File: src/rtl/des_req_arbiter_if.sv
// des_req_arbiter_if: requester, core and result signals of the shared DES arbiter
interface des_req_arbiter_if #(
    parameter int RES_DEPTH = 4
);
    logic                       req0_valid, req0_ready, req0_decrypt;
    logic [64:1]                req0_data, req0_key;
    logic                       req1_valid, req1_ready, req1_decrypt;
    logic [64:1]                req1_data, req1_key;
    logic                       core_issue, core_decrypt;
    logic [64:1]                core_din, core_key, core_dout;
    logic                       res_valid, res_ready, res_id, res_decrypt;
    logic [64:1]                res_data;
    logic [$clog2(RES_DEPTH):0] outstanding;

    modport slave (
        input  req0_valid, req0_data, req0_key, req0_decrypt,
        input  req1_valid, req1_data, req1_key, req1_decrypt,
        input  core_dout, res_ready,
        output req0_ready, req1_ready,
        output core_issue, core_din, core_key, core_decrypt,
        output res_valid, res_data, res_id, res_decrypt, outstanding
    );

    modport master (
        output req0_valid, req0_data, req0_key, req0_decrypt,
        output req1_valid, req1_data, req1_key, req1_decrypt,
        output core_dout, res_ready,
        input  req0_ready, req1_ready,
        input  core_issue, core_din, core_key, core_decrypt,
        input  res_valid, res_data, res_id, res_decrypt, outstanding
    );
endinterface

File: src/rtl/des_req_arbiter.sv
// des_req_arbiter: round-robin sharing of one pipelined DES core between two requesters
module des_req_arbiter #(
    parameter int CORE_LAT  = 16,
    parameter int RES_DEPTH = 4
) (
    input logic              clk,
    input logic              rst,
    des_req_arbiter_if.slave bus
);
    localparam int CW = $clog2(RES_DEPTH);
    localparam int PW = CW > 0 ? CW : 1;

    logic              prio_q, prio_d;
    logic [CW:0]       out_q, out_d, cnt_q, cnt_d;
    logic              credit_ok, g0, g1, acc, pop, wr;
    logic              issue_q, dec_q, id_q;
    logic [64:1]       din_q, key_q;
    logic [CORE_LAT-1:0] tv_q, tid_q, tdec_q;
    logic [65:0]       mem_q [RES_DEPTH];
    logic [PW-1:0]     wp_q, rp_q;

    always_comb begin
        credit_ok = out_q < (CW+1)'(RES_DEPTH);
        g0 = credit_ok & bus.req0_valid & (~prio_q | ~bus.req1_valid);
        g1 = credit_ok & bus.req1_valid & (prio_q | ~bus.req0_valid);
        acc = g0 | g1;
        pop = (cnt_q != '0) & bus.res_ready;
        wr = tv_q[CORE_LAT-1];
        prio_d = acc ? g0 : prio_q;
        out_d = out_q + (CW+1)'(acc) - (CW+1)'(pop);
        cnt_d = cnt_q + (CW+1)'(wr) - (CW+1)'(pop);
    end

    // issue register doubles as tag stage 0; tv_q follows it for CORE_LAT cycles
    always_ff @(posedge clk or posedge rst) begin
        if (rst) begin
            prio_q  <= 1'b0;
            out_q   <= '0;
            cnt_q   <= '0;
            issue_q <= 1'b0;
            id_q    <= 1'b0;
            dec_q   <= 1'b0;
            din_q   <= '0;
            key_q   <= '0;
            tv_q    <= '0;
            tid_q   <= '0;
            tdec_q  <= '0;
            wp_q    <= '0;
            rp_q    <= '0;
        end else begin
            prio_q  <= prio_d;
            out_q   <= out_d;
            cnt_q   <= cnt_d;
            issue_q <= acc;
            if (acc) begin
                id_q  <= g1;
                dec_q <= g1 ? bus.req1_decrypt : bus.req0_decrypt;
                din_q <= g1 ? bus.req1_data : bus.req0_data;
                key_q <= g1 ? bus.req1_key : bus.req0_key;
            end
            tv_q   <= CORE_LAT'({tv_q, issue_q});
            tid_q  <= CORE_LAT'({tid_q, id_q});
            tdec_q <= CORE_LAT'({tdec_q, dec_q});
            if (wr)
                wp_q <= wp_q == PW'(RES_DEPTH-1) ? '0 : wp_q + 1'b1;
            if (pop)
                rp_q <= rp_q == PW'(RES_DEPTH-1) ? '0 : rp_q + 1'b1;
        end
    end

    always_ff @(posedge clk) begin
        if (wr)
            mem_q[wp_q] <= {tid_q[CORE_LAT-1], tdec_q[CORE_LAT-1], bus.core_dout};
    end

    assign bus.req0_ready   = g0;
    assign bus.req1_ready   = g1;
    assign bus.core_issue   = issue_q;
    assign bus.core_din     = din_q;
    assign bus.core_key     = key_q;
    assign bus.core_decrypt = dec_q;
    assign bus.res_valid    = cnt_q != '0;
    assign {bus.res_id, bus.res_decrypt, bus.res_data} = mem_q[rp_q];
    assign bus.outstanding  = out_q;
endmodule

File: src/flat_wrapper.sv
// flat-port wrapper written by rule: the top's interface ports become plain ports
module des_req_arbiter_flat 
#(
    parameter int CORE_LAT  = 16,
    parameter int RES_DEPTH = 4
)
  (clk, rst, bus_req0_valid, bus_req0_data, bus_req0_key, bus_req0_decrypt, bus_req1_valid, bus_req1_data, bus_req1_key, bus_req1_decrypt, bus_core_dout, bus_res_ready, bus_req0_ready, bus_req1_ready, bus_core_issue, bus_core_din, bus_core_key, bus_core_decrypt, bus_res_valid, bus_res_data, bus_res_id, bus_res_decrypt, bus_outstanding);
  des_req_arbiter_if #(.RES_DEPTH(RES_DEPTH)) bus_i ();
  input logic clk;
  input logic rst;
  input wire logic [$bits(bus_i.req0_valid)-1:0] bus_req0_valid;
  input wire logic [$bits(bus_i.req0_data)-1:0] bus_req0_data;
  input wire logic [$bits(bus_i.req0_key)-1:0] bus_req0_key;
  input wire logic [$bits(bus_i.req0_decrypt)-1:0] bus_req0_decrypt;
  input wire logic [$bits(bus_i.req1_valid)-1:0] bus_req1_valid;
  input wire logic [$bits(bus_i.req1_data)-1:0] bus_req1_data;
  input wire logic [$bits(bus_i.req1_key)-1:0] bus_req1_key;
  input wire logic [$bits(bus_i.req1_decrypt)-1:0] bus_req1_decrypt;
  input wire logic [$bits(bus_i.core_dout)-1:0] bus_core_dout;
  input wire logic [$bits(bus_i.res_ready)-1:0] bus_res_ready;
  output wire logic [$bits(bus_i.req0_ready)-1:0] bus_req0_ready;
  output wire logic [$bits(bus_i.req1_ready)-1:0] bus_req1_ready;
  output wire logic [$bits(bus_i.core_issue)-1:0] bus_core_issue;
  output wire logic [$bits(bus_i.core_din)-1:0] bus_core_din;
  output wire logic [$bits(bus_i.core_key)-1:0] bus_core_key;
  output wire logic [$bits(bus_i.core_decrypt)-1:0] bus_core_decrypt;
  output wire logic [$bits(bus_i.res_valid)-1:0] bus_res_valid;
  output wire logic [$bits(bus_i.res_data)-1:0] bus_res_data;
  output wire logic [$bits(bus_i.res_id)-1:0] bus_res_id;
  output wire logic [$bits(bus_i.res_decrypt)-1:0] bus_res_decrypt;
  output wire logic [$bits(bus_i.outstanding)-1:0] bus_outstanding;
  assign bus_i.req0_valid = bus_req0_valid;
  assign bus_i.req0_data = bus_req0_data;
  assign bus_i.req0_key = bus_req0_key;
  assign bus_i.req0_decrypt = bus_req0_decrypt;
  assign bus_i.req1_valid = bus_req1_valid;
  assign bus_i.req1_data = bus_req1_data;
  assign bus_i.req1_key = bus_req1_key;
  assign bus_i.req1_decrypt = bus_req1_decrypt;
  assign bus_i.core_dout = bus_core_dout;
  assign bus_i.res_ready = bus_res_ready;
  assign bus_req0_ready = bus_i.req0_ready;
  assign bus_req1_ready = bus_i.req1_ready;
  assign bus_core_issue = bus_i.core_issue;
  assign bus_core_din = bus_i.core_din;
  assign bus_core_key = bus_i.core_key;
  assign bus_core_decrypt = bus_i.core_decrypt;
  assign bus_res_valid = bus_i.res_valid;
  assign bus_res_data = bus_i.res_data;
  assign bus_res_id = bus_i.res_id;
  assign bus_res_decrypt = bus_i.res_decrypt;
  assign bus_outstanding = bus_i.outstanding;
  des_req_arbiter #(.CORE_LAT(CORE_LAT), .RES_DEPTH(RES_DEPTH)) u_core (.clk(clk), .rst(rst), .bus(bus_i));
endmodule
File: config.mk
export PLATFORM = sky130hd
export DESIGN_NAME = des_req_arbiter_flat
export DESIGN_NICKNAME = d
export VERILOG_FILES = /design/src/rtl/des_req_arbiter_if.sv /design/src/rtl/des_req_arbiter.sv /design/src/flat_wrapper.sv
export SDC_FILE = /design/constraint.sdc
export NUM_CORES = 1
export LEC_CHECK = 0
export BUFFER_PORTS_ARGS = -buffer_cell sky130_fd_sc_hd__buf_2
export CAP_MARGIN = 10
export CORE_AREA = 2 2 208 210
export DETAILED_ROUTE_END_ITERATION = 8
export DIE_AREA = 0 0 210 212
export GPL_ROUTABILITY_DRIVEN = 0
export PLACE_DENSITY = 0.65
export SYNTH_ARGS = -nofsm -noshare
export SYNTH_HDL_FRONTEND = slang
export SYNTH_SLANG_ARGS = --single-unit
File: constraint.sdc
create_clock -name clk -period 7.2 [get_ports clk]
set_input_delay 0.72 -clock clk [delete_from_list [all_inputs] [get_ports clk]]
set_output_delay 0.72 -clock clk [all_outputs]
set_load 0.005 [all_outputs]
---- After elaboration in Yosys (flattened, before gate mapping) ----
Memory sizes are Yosys's and may differ from the RTL's.
Index checks and enable logic that the tools add are counted.
Widths: inputs -> output; s select.
word-level totals
  RAM bits ................................ 264
  ROM bits ................................ 0
  latch bits .............................. 0
  logic and storage cells ................. 42
  input port bits ......................... 327
  output and inout port bits .............. 202
  memories ................................ 1
  register bits ........................... 190
operators by class
  order comparisons ....................... 1
  $mul .................................... 0
  bitwise logic cells ..................... 11
  div/mod/pow operators ................... 0
  mux-type cells .......................... 7
  reductions and logical operators ........ 1
  shifts and indexed selects .............. 0
  equality and inequality tests ........... 2
  add/subtract/negate cells ............... 6
memories
  name          depth  width  rd ports  clocked after Yosys merged registers in  wr ports  RTL line               text
  u_core.mem_q  4      66     1         0                                        1         des_req_arbiter.sv:19  logic [65:0] mem_q [RES_DEPTH];
operators with widths
  cell                 count
  $mux 64              2
  $add 3x1->3          2
  $sub 3x1->3          2
  $and 1x1->1          5
  $add 2x1->2 const B  2
  $eq 2x2->1 const B   2
  $mux 2               2
  $lt 3x3->1 const B   1
  $mux 1               3
  $not 1->1            3
  $or 1x1->1           3
  $reduce_bool 3->1    1

---- Depth between registers and ports, before layout ----
Gate-level depths: netlist (run 1).
  word-level depth ........................ 6
  gate-level depth with buffers ........... 10
  depth with buffers taken out ............ 10

---- Worst setup path before layout (run 1) ----
Ideal clock, no wire load.
  path kind ............................... register -> register
  start point ............................. register u_core.wp_q[0]
  end point ............................... memory u_core.mem_q[0][0] (enable)
  data required time ...................... 6,769 ps
  arrival ................................. 2,174 ps
  cell stages (with the launch flop) ...... 4
  setup slack ............................. 4,596 ps
  cell sequence ........................... dfrtp_1 inv_1 ha_1 and2_1
RTL lines
  item                      RTL line               text
  start: declaration        des_req_arbiter.sv:20  logic [PW-1:0] wp_q, rp_q;
  start signal: assignment  des_req_arbiter.sv:65  wp_q <= wp_q == PW'(RES_DEPTH-1) ? '0 : wp_q + 1'b1;
  end: declaration          des_req_arbiter.sv:19
No word-level cell before the write port.

---- Final worst setup path (run 1) ----
  start point ............................. register u_core.rp_q[0]
  end point ............................... output port bus_res_data[30]
on the way
  cells in the longest elaborated chain, start to end .. 1
RTL lines
  item                      RTL line               text
  start: declaration        des_req_arbiter.sv:20
  start signal: assignment  des_req_arbiter.sv:67  rp_q <= rp_q == PW'(RES_DEPTH-1) ? '0 : rp_q + 1'b1;
  $mem_v2 4x66              -
  end: declaration          flat_wrapper.sv:28     output wire logic [$bits(bus_i.res_data)-1:0] bus_res_data;
No other way between the ends.

==> summary.txt, run 1 <==
FINISH
----------------------------------------------------------------------------
Post-Layout Cell Count                                                  2270
Layout overhead on the synthesized area                                24.8%
Fraction of layout cells with a size suffix above 1                    40.0%
Nets                                                                    2013

SYNTHESIS
----------------------------------------------------------------------------
Average instance area after synthesis                              14.9 um^2
Async SR Flop Fraction                                                 41.9%
Area share of the largest cell type after synthesis                    44.8%
Number of storage elements in the synthesis netlist                      454
EDFF count, synth                                                        264
Simple logic cell fraction of the synthesized area                     6.91%
Unique cell type count in the Yosys netlist                               28
Commonest register cell after synthesis                         sky130_fd_sc_hd__edfxtp_1
Largest area contributor in the synthesized netlist             sky130_fd_sc_hd__edfxtp_1
Synthesized-area fraction occupied by adder cells                     0.863%
Top cells by area in the synthesized netlist                    sky130_fd_sc_hd__edfxtp_1 45%, sky130_fd_sc_hd__dfrtp_1 27%, sky130_fd_sc_hd__mux4_2 8.4%, sky130_fd_sc_hd__a31oi_1 4.6%, sky130_fd_sc_hd__o21ai_0 3.7%
Net count after synthesis                                               1527
Sequential cell area fraction in the yosys report                      71.7%
Main combinational cell family by area after synthesis          multiplexers
Most repeated cell in the gate-level netlist after synthesis    sky130_fd_sc_hd__edfxtp_1
Yosys warnings                                                             0
Synthesized cell area                                             17700 um^2
Cell count after synthesis                                              1189
Post-synthesis share of cell area spent on xor and xnor gates         0.198%
Top post-synthesis cells by count                               264 x sky130_fd_sc_hd__edfxtp_1, 190 x sky130_fd_sc_hd__dfrtp_1, 132 x sky130_fd_sc_hd__nor2_1, 132 x sky130_fd_sc_hd__o21ai_0
Compound-Gate Fraction of Synth Area                                   8.41%
Mux share of post-synthesis cell area                                  8.53%

RUN
----------------------------------------------------------------------------
Maximum Capacitance Violations                                             0

CLOCK TREE
----------------------------------------------------------------------------
Post-cts repair resize count                                               0
Clock tree from TritonCTS                                                yes
Maximum clock path buffer count                                            3
Number of hold buffers added after cts                                     0
Clock insertion delay at the later pin of the skew report            0.57 ns
CTS Root Cell                                                   sky130_fd_sc_hd__clkbuf_16
H-tree levels                                                              2
CTS clock-pin slew for the worst setup and hold paths                0.06 ns
Num Clock Sinks                                                          454
Clock buffer count from CTS                                               46
Number of buffers inserted by post-CTS setup repair                        0

POWER
----------------------------------------------------------------------------
Total Power Consumption                                              9.26 mW
Pwr/cell area                                                    419 nW/um^2
Pleak                                                                8.67 nW
Largest voltage drop on the vdd net                                   286 uV

TIMING
----------------------------------------------------------------------------
Setup Viol. Count Final                                                    0
Total negative slack for setup checks                                   0 ns
Endpoints failing hold                                                     0
Minimum period implied by the final worst setup slack                3.66 ns
Slew of the pin with the lowest slew margin                          1.15 ns
Final Cycle Share                                                      50.9%
RSZ-0062 raised after global routing                                   false
Worst setup slack after layout                                       3.54 ns
Max Clock Freq                                                     0.273 GHz
Slew Viols, Final                                                          0
Slew Limit Headroom                                                    23.1%
Setup Skew                                                         0.0144 ns

WORST SETUP PATH
----------------------------------------------------------------------------
Worst Reg-to-Reg Cells                                                     4
Critical Path AT                                                     2.94 ns
Required time of the critical path                                   6.48 ns
Cell-by-cell trace of the critical path                         buf_4 -> mux4_2 -> buf_2
Critical path startpoint category                                   register
Type of element capturing the critical path                     primary output
CP peak stage delay                                                  0.77 ns
WS Path Type                                                    register to primary output
Maximum fanout along the worst path                                       42
CP max stage cell                                               sky130_fd_sc_hd__dfrtp_4

RUN STATUS
----------------------------------------------------------------------------
Run status                                                      finished clean

FLOORPLANNING
----------------------------------------------------------------------------
DIE HEIGHT                                                            212 um
Die area                                                          44500 um^2
Horiz. Die Dim                                                        210 um
Floorplan Core Area                                               42500 um^2
Core Rows                                                                 76
I/O pin cnt                                                              529
Initial standard-cell utilization of the core                          41.6%

ROUTE
----------------------------------------------------------------------------
DRC violation total after the first TritonRoute iteration               1038
Total number of vias                                                   12400
Post-detailed-route via-to-cell ratio                                   5.47
Detailed-route DRC error count                                             0
TritonRoute pass-1 iters                                                   6
Drt wl/cell                                                          22.4 um
Drt total wl                                                        50900 um
Post-route ant nets                                                        0

GRT
----------------------------------------------------------------------------
Maximum number of pins on one net before global-route repair             224
Wire length of the first global-routing pass                        74300 um
Vias in the first global route                                         12100
Global Route Usage Sum                                                 22.3%
Initial antenna violation count                                           21
GRT overflow                                                               0

PLACED DESIGN
----------------------------------------------------------------------------
Post-placement cell count                                               2173
Quantity of I/O buffers inserted on ports                                528
Worst Setup Slack post-DPL                                           4.04 ns
Post-DP HPWL                                                        34700 um

HOLD PATH
----------------------------------------------------------------------------
Hold WC Path Type                                               primary input to async pin

-- state kept, by name (all words and copies together) (netlist names) --
name and cells:
u_core.tdec_q 16, u_core.rp_q 2, u_core.prio_q 1, u_core.bus.core_key 64, u_core.bus.core_decrypt 1, u_core.wp_q 2, u_core.tid_q 16, u_core.bus.core_issue 1
u_core.mem_q 264, u_core.bus.outstanding 3, u_core.cnt_q 3, u_core.bus.core_din 64, u_core.id_q 1, u_core.tv_q 16
-- layout by cell type, fill, tap and decap left out, drive strengths merged, types with 2 or more instances in the layout --
cell type  instances
buf              538
edfxtp           264
dfrtp            190
o21ai            132
nor2             132
nand3            129
a31oi            129
clkbuf            68
mux4              66
inv               14
clkinv            14
diode             12
ha                 9
nand2              4
xnor2              4
and2               4
nand2b             3
and2b              2
mux2               2
fa                 2
-- worst max-delay path: cells and delay by family, from the launching register on --
family                 cells  cell delay [ns]
buffers and inverters      2             0.90
flip-flops                 1             0.77
multiplexers               1             0.63
-- cell families (layout without fill, tap and decap cells) --
group	count (synthesis)	after routing
DFF	454	454
and+or+nand+nor	275	275
AOI/OAI and AO/OA	264	264
buffers and inverters	113	636
muxes	68	68
adders and majority gates	11	11
xor gates and xnor gates	4	4
other	0	12
-- metrics by stage --
stage | util (%) | cell area (um^2) | hold WS [ns]
after floorplan | - | 17700 | 0.331
after global placement | 48.5 | 20600 | 0.334
after detailed placement | 48.5 | 20600 | 0.335
after CTS | 51.9 | 22100 | 0.318
after global routing | 51.9 | 22100 | 0.329
final | 52.0 | 22100 | 0.330
-- final cells by class --
cell class                      instances  area, um^2
Clock buffer                           68        1290
Timing Repair Buffer                  538        2730
Tap cell                              546         683
Sequential cell                       454       12700
Fill cell                            3607       20400
Antenna cell                           12        30.0
Inverter                               13        56.3
Multi-Input combinational cell        622        4440
Clock inverter                         17         160
-- metal layers --
metal	vias up	global-route usage (%)	part of all wire (%)
met1	6237	28.8	39
met2	578	36.2	49
li1	5499	-	-
met5	-	0	0.11
met3	104	6.63	8.3
met4	8	7.43	2.8
-- worst paths after layout --
| check | from | endpoint | slack (ns) |
|---|---|---|---|
| min reg2reg | u_core.tv_q[14] | u_core.tv_q[15] | 0.34 |
| min | rst | u_core.bus.core_din[60] | 0.33 |
| max reg2reg | u_core.bus.outstanding[2] | u_core.bus.core_din[5] | 4.59 |
| min in group clk | u_core.tv_q[14] | u_core.tv_q[15] | 0.34 |
| max in group asynchronous | rst | u_core.bus.core_key[27] | 5.45 |
| max | u_core.rp_q[0] | bus_res_data[30] | 3.54 |
-- power breakdown --
group	switching (mW)	leakage [nW]	internal, mW
Combinational	1.66	3.40	1.26
Sequential	0.401	4.56	3.64
Clock	0.996	0.709	1.29
Note: power is estimated with default switching activity, not from simulation.
==> run 2, diff against run 1 <==
- clock period: 7.2 -> 3.8 ns (I/O delays scaled with it)
==> summary.txt, run 2 (synthesis results as in run 1) <==
FINISH
---------------------------------------------------------------------------
Leading cell type in the layout, fill and taps excluded        sky130_fd_sc_hd__buf_2
Layout overhead on the synthesized area                               28.3%
Nets                                                                   2071
Flip-flop count of the largest register after layout                    264
# fillers                                                              3573
Register name with the most flops                              u_core.mem_q
Fraction of layout cells with a size suffix above 1                   39.1%
Most frequent cells in the layout                              528 x sky130_fd_sc_hd__buf_2, 264 x sky130_fd_sc_hd__edfxtp_1, 188 x sky130_fd_sc_hd__dfrtp_1
Sequential cell area                                             12700 um^2
Area of the multi-input gates                                     4440 um^2

FLOORPLANNING
---------------------------------------------------------------------------
I/O pin cnt                                                             529
Die area                                                         44500 um^2
Floorplan Core Area                                              42500 um^2
Initial standard-cell utilization of the core                         41.6%
Core Rows                                                                76
DIE HEIGHT                                                           212 um
Horiz. Die Dim                                                       210 um

WORST SETUP PATH
---------------------------------------------------------------------------
Critical Path AT                                                    2.55 ns
Required time of the critical path                                  3.42 ns
Launch instance of the worst register-to-register path         u_core.bus.outstanding[2]
Critical path startpoint category                                  register
Worst Reg-to-Reg Cells                                                    4
WS Path Type                                                   register to primary output
Reg2Reg Setup Slack                                                 1.40 ns
Type of element capturing the critical path                    primary output
Maximum fanout along the worst path                                      33
Worst reg2reg path endpoint                                    u_core.bus.core_key[27]

CLOCK TREE
---------------------------------------------------------------------------
CTS Root Cell                                                  sky130_fd_sc_hd__clkbuf_16
CTS clock-pin slew for the worst setup and hold paths               0.06 ns
H-tree levels                                                             2
Clock insertion delay at the later pin of the skew report           0.57 ns
Maximum clock path buffer count                                           3
Post-cts repair resize count                                              0
Number of buffers inserted by post-CTS setup repair                       0
Clock buffer count from CTS                                              47
Clock tree from TritonCTS                                               yes
Num Clock Sinks                                                         454

GRT
---------------------------------------------------------------------------
Wire length of the first global-routing pass                       75100 um
Global Route Usage Sum                                                22.4%
Initial antenna violation count                                          22
Vias in the first global route                                        12400
GRT overflow                                                              0
Maximum number of pins on one net before global-route repair            199

HOLD PATH
---------------------------------------------------------------------------
Number of cells on the worst hold path                                    1
Terminating pin of the worst hold path                         u_core.mem_q[2][34]
Hold WC Path Type                                              primary input to register
Worst Hold Launch                                              bus_core_dout[34]

ROUTE
---------------------------------------------------------------------------
Detailed-route DRC error count                                            0
Drt wl/cell                                                         22.0 um
Total number of vias                                                  12700
Post-route ant nets                                                       0
TritonRoute pass-1 iters                                                  7
DRC violation total after the first TritonRoute iteration              1156
Drt total wl                                                       51100 um
Post-detailed-route via-to-cell ratio                                  5.44

TIMING
---------------------------------------------------------------------------
Minimum period implied by the final worst setup slack               2.93 ns
Total negative slack for setup checks                                  0 ns
Setup Skew                                                        0.0124 ns
Slew of the pin with the lowest slew margin                         1.20 ns
Endpoints failing hold                                                    0
Setup Viol. Count Final                                                   0
Slew Viols, Final                                                         0
Slew Limit Headroom                                                   19.8%
Final Cycle Share                                                     77.2%
RSZ-0062 raised after global routing                                  false
Max Clock Freq                                                    0.341 GHz

PLACED DESIGN
---------------------------------------------------------------------------
Post-DP HPWL                                                       34700 um
Quantity of I/O buffers inserted on ports                               528

RUN
---------------------------------------------------------------------------
Maximum Capacitance Violations                                            0

RUN STATUS
---------------------------------------------------------------------------
Run status                                                     finished clean

POWER
---------------------------------------------------------------------------
Total Power Consumption                                             17.8 mW
Pwr/cell area                                                   782 nW/um^2
Largest voltage drop on the vdd net                                  431 uV
Pleak                                                               8.95 nW

run 2: worst max-delay path by stage:
stage                   start                      end  slack (ns)  depth (start not counted)
5_1_grt        u_core.rp_q[1]         bus_res_data[15]        0.76                          3
3_5_place_dp   u_core.rp_q[1]         bus_res_data[15]        1.45                          3
3_3_place_gp   u_core.rp_q[1]         bus_res_data[41]        1.44                          3
6_report       u_core.rp_q[1]         bus_res_data[15]        0.87                          3
2_1_floorplan             rst  u_core.bus.core_decrypt        0.97                          1
4_1_cts        u_core.rp_q[1]         bus_res_data[15]        0.79                          3
run 2: per-layer routing:
layer  vias to the layer above  GRT usage (%)  wire (um)
li1                       5621              -          -
met1                      6310           29.0      20100
met2                       605           35.6      24800
met3                       113           6.12       4350
met4                         4           9.83       1900
met5                         -              0         27
run 2: layout make-up:
class | count | share of cell area (%)
clock inverters | 20 | 0.600
repair buffers | 595 | 14.7
inverters | 13 | 0.231
multi-input cells | 622 | 19.6
diodes | 13 | 0.143
clock buffers | 64 | 5.91
well taps | 546 | 3.01
flip-flops and latches | 454 | 55.9
run 2: metrics by stage:
step	instances	worst slack, ns	instance area, um^2	utilization [%]	hold WS (ns)
4_1_cts	2314	0.789	22700	53.4	0.00115
6_report	2327	0.867	22700	53.4	0.0468
3_5_place_dp	2179	1.45	20700	48.7	0.335
5_1_grt	2326	0.764	22700	53.4	0.0107
2_1_floorplan	1189	0.972	17700	-	0.331
3_3_place_gp	2179	1.44	20700	48.7	0.332
run 2: timing repair:
item                                   CTS  global route
setup endpoints to repair                0             0
endpoints found under the hold margin  221             0
hold buffers                            51             0
run 2: power by group:
group | internal [mW] | leakage [nW] | switching, mW
combinational | 2.48 | 3.66 | 3.18
sequential | 6.90 | 4.56 | 0.780
clock | 2.54 | 0.730 | 1.88
run 2: worst max-delay path: stages, from the launching register on:
cell and delay [ns]:
sky130_fd_sc_hd__dfrtp_2 0.90, sky130_fd_sc_hd__buf_4 0.47, sky130_fd_sc_hd__mux4_2 0.41, sky130_fd_sc_hd__buf_2 0.15
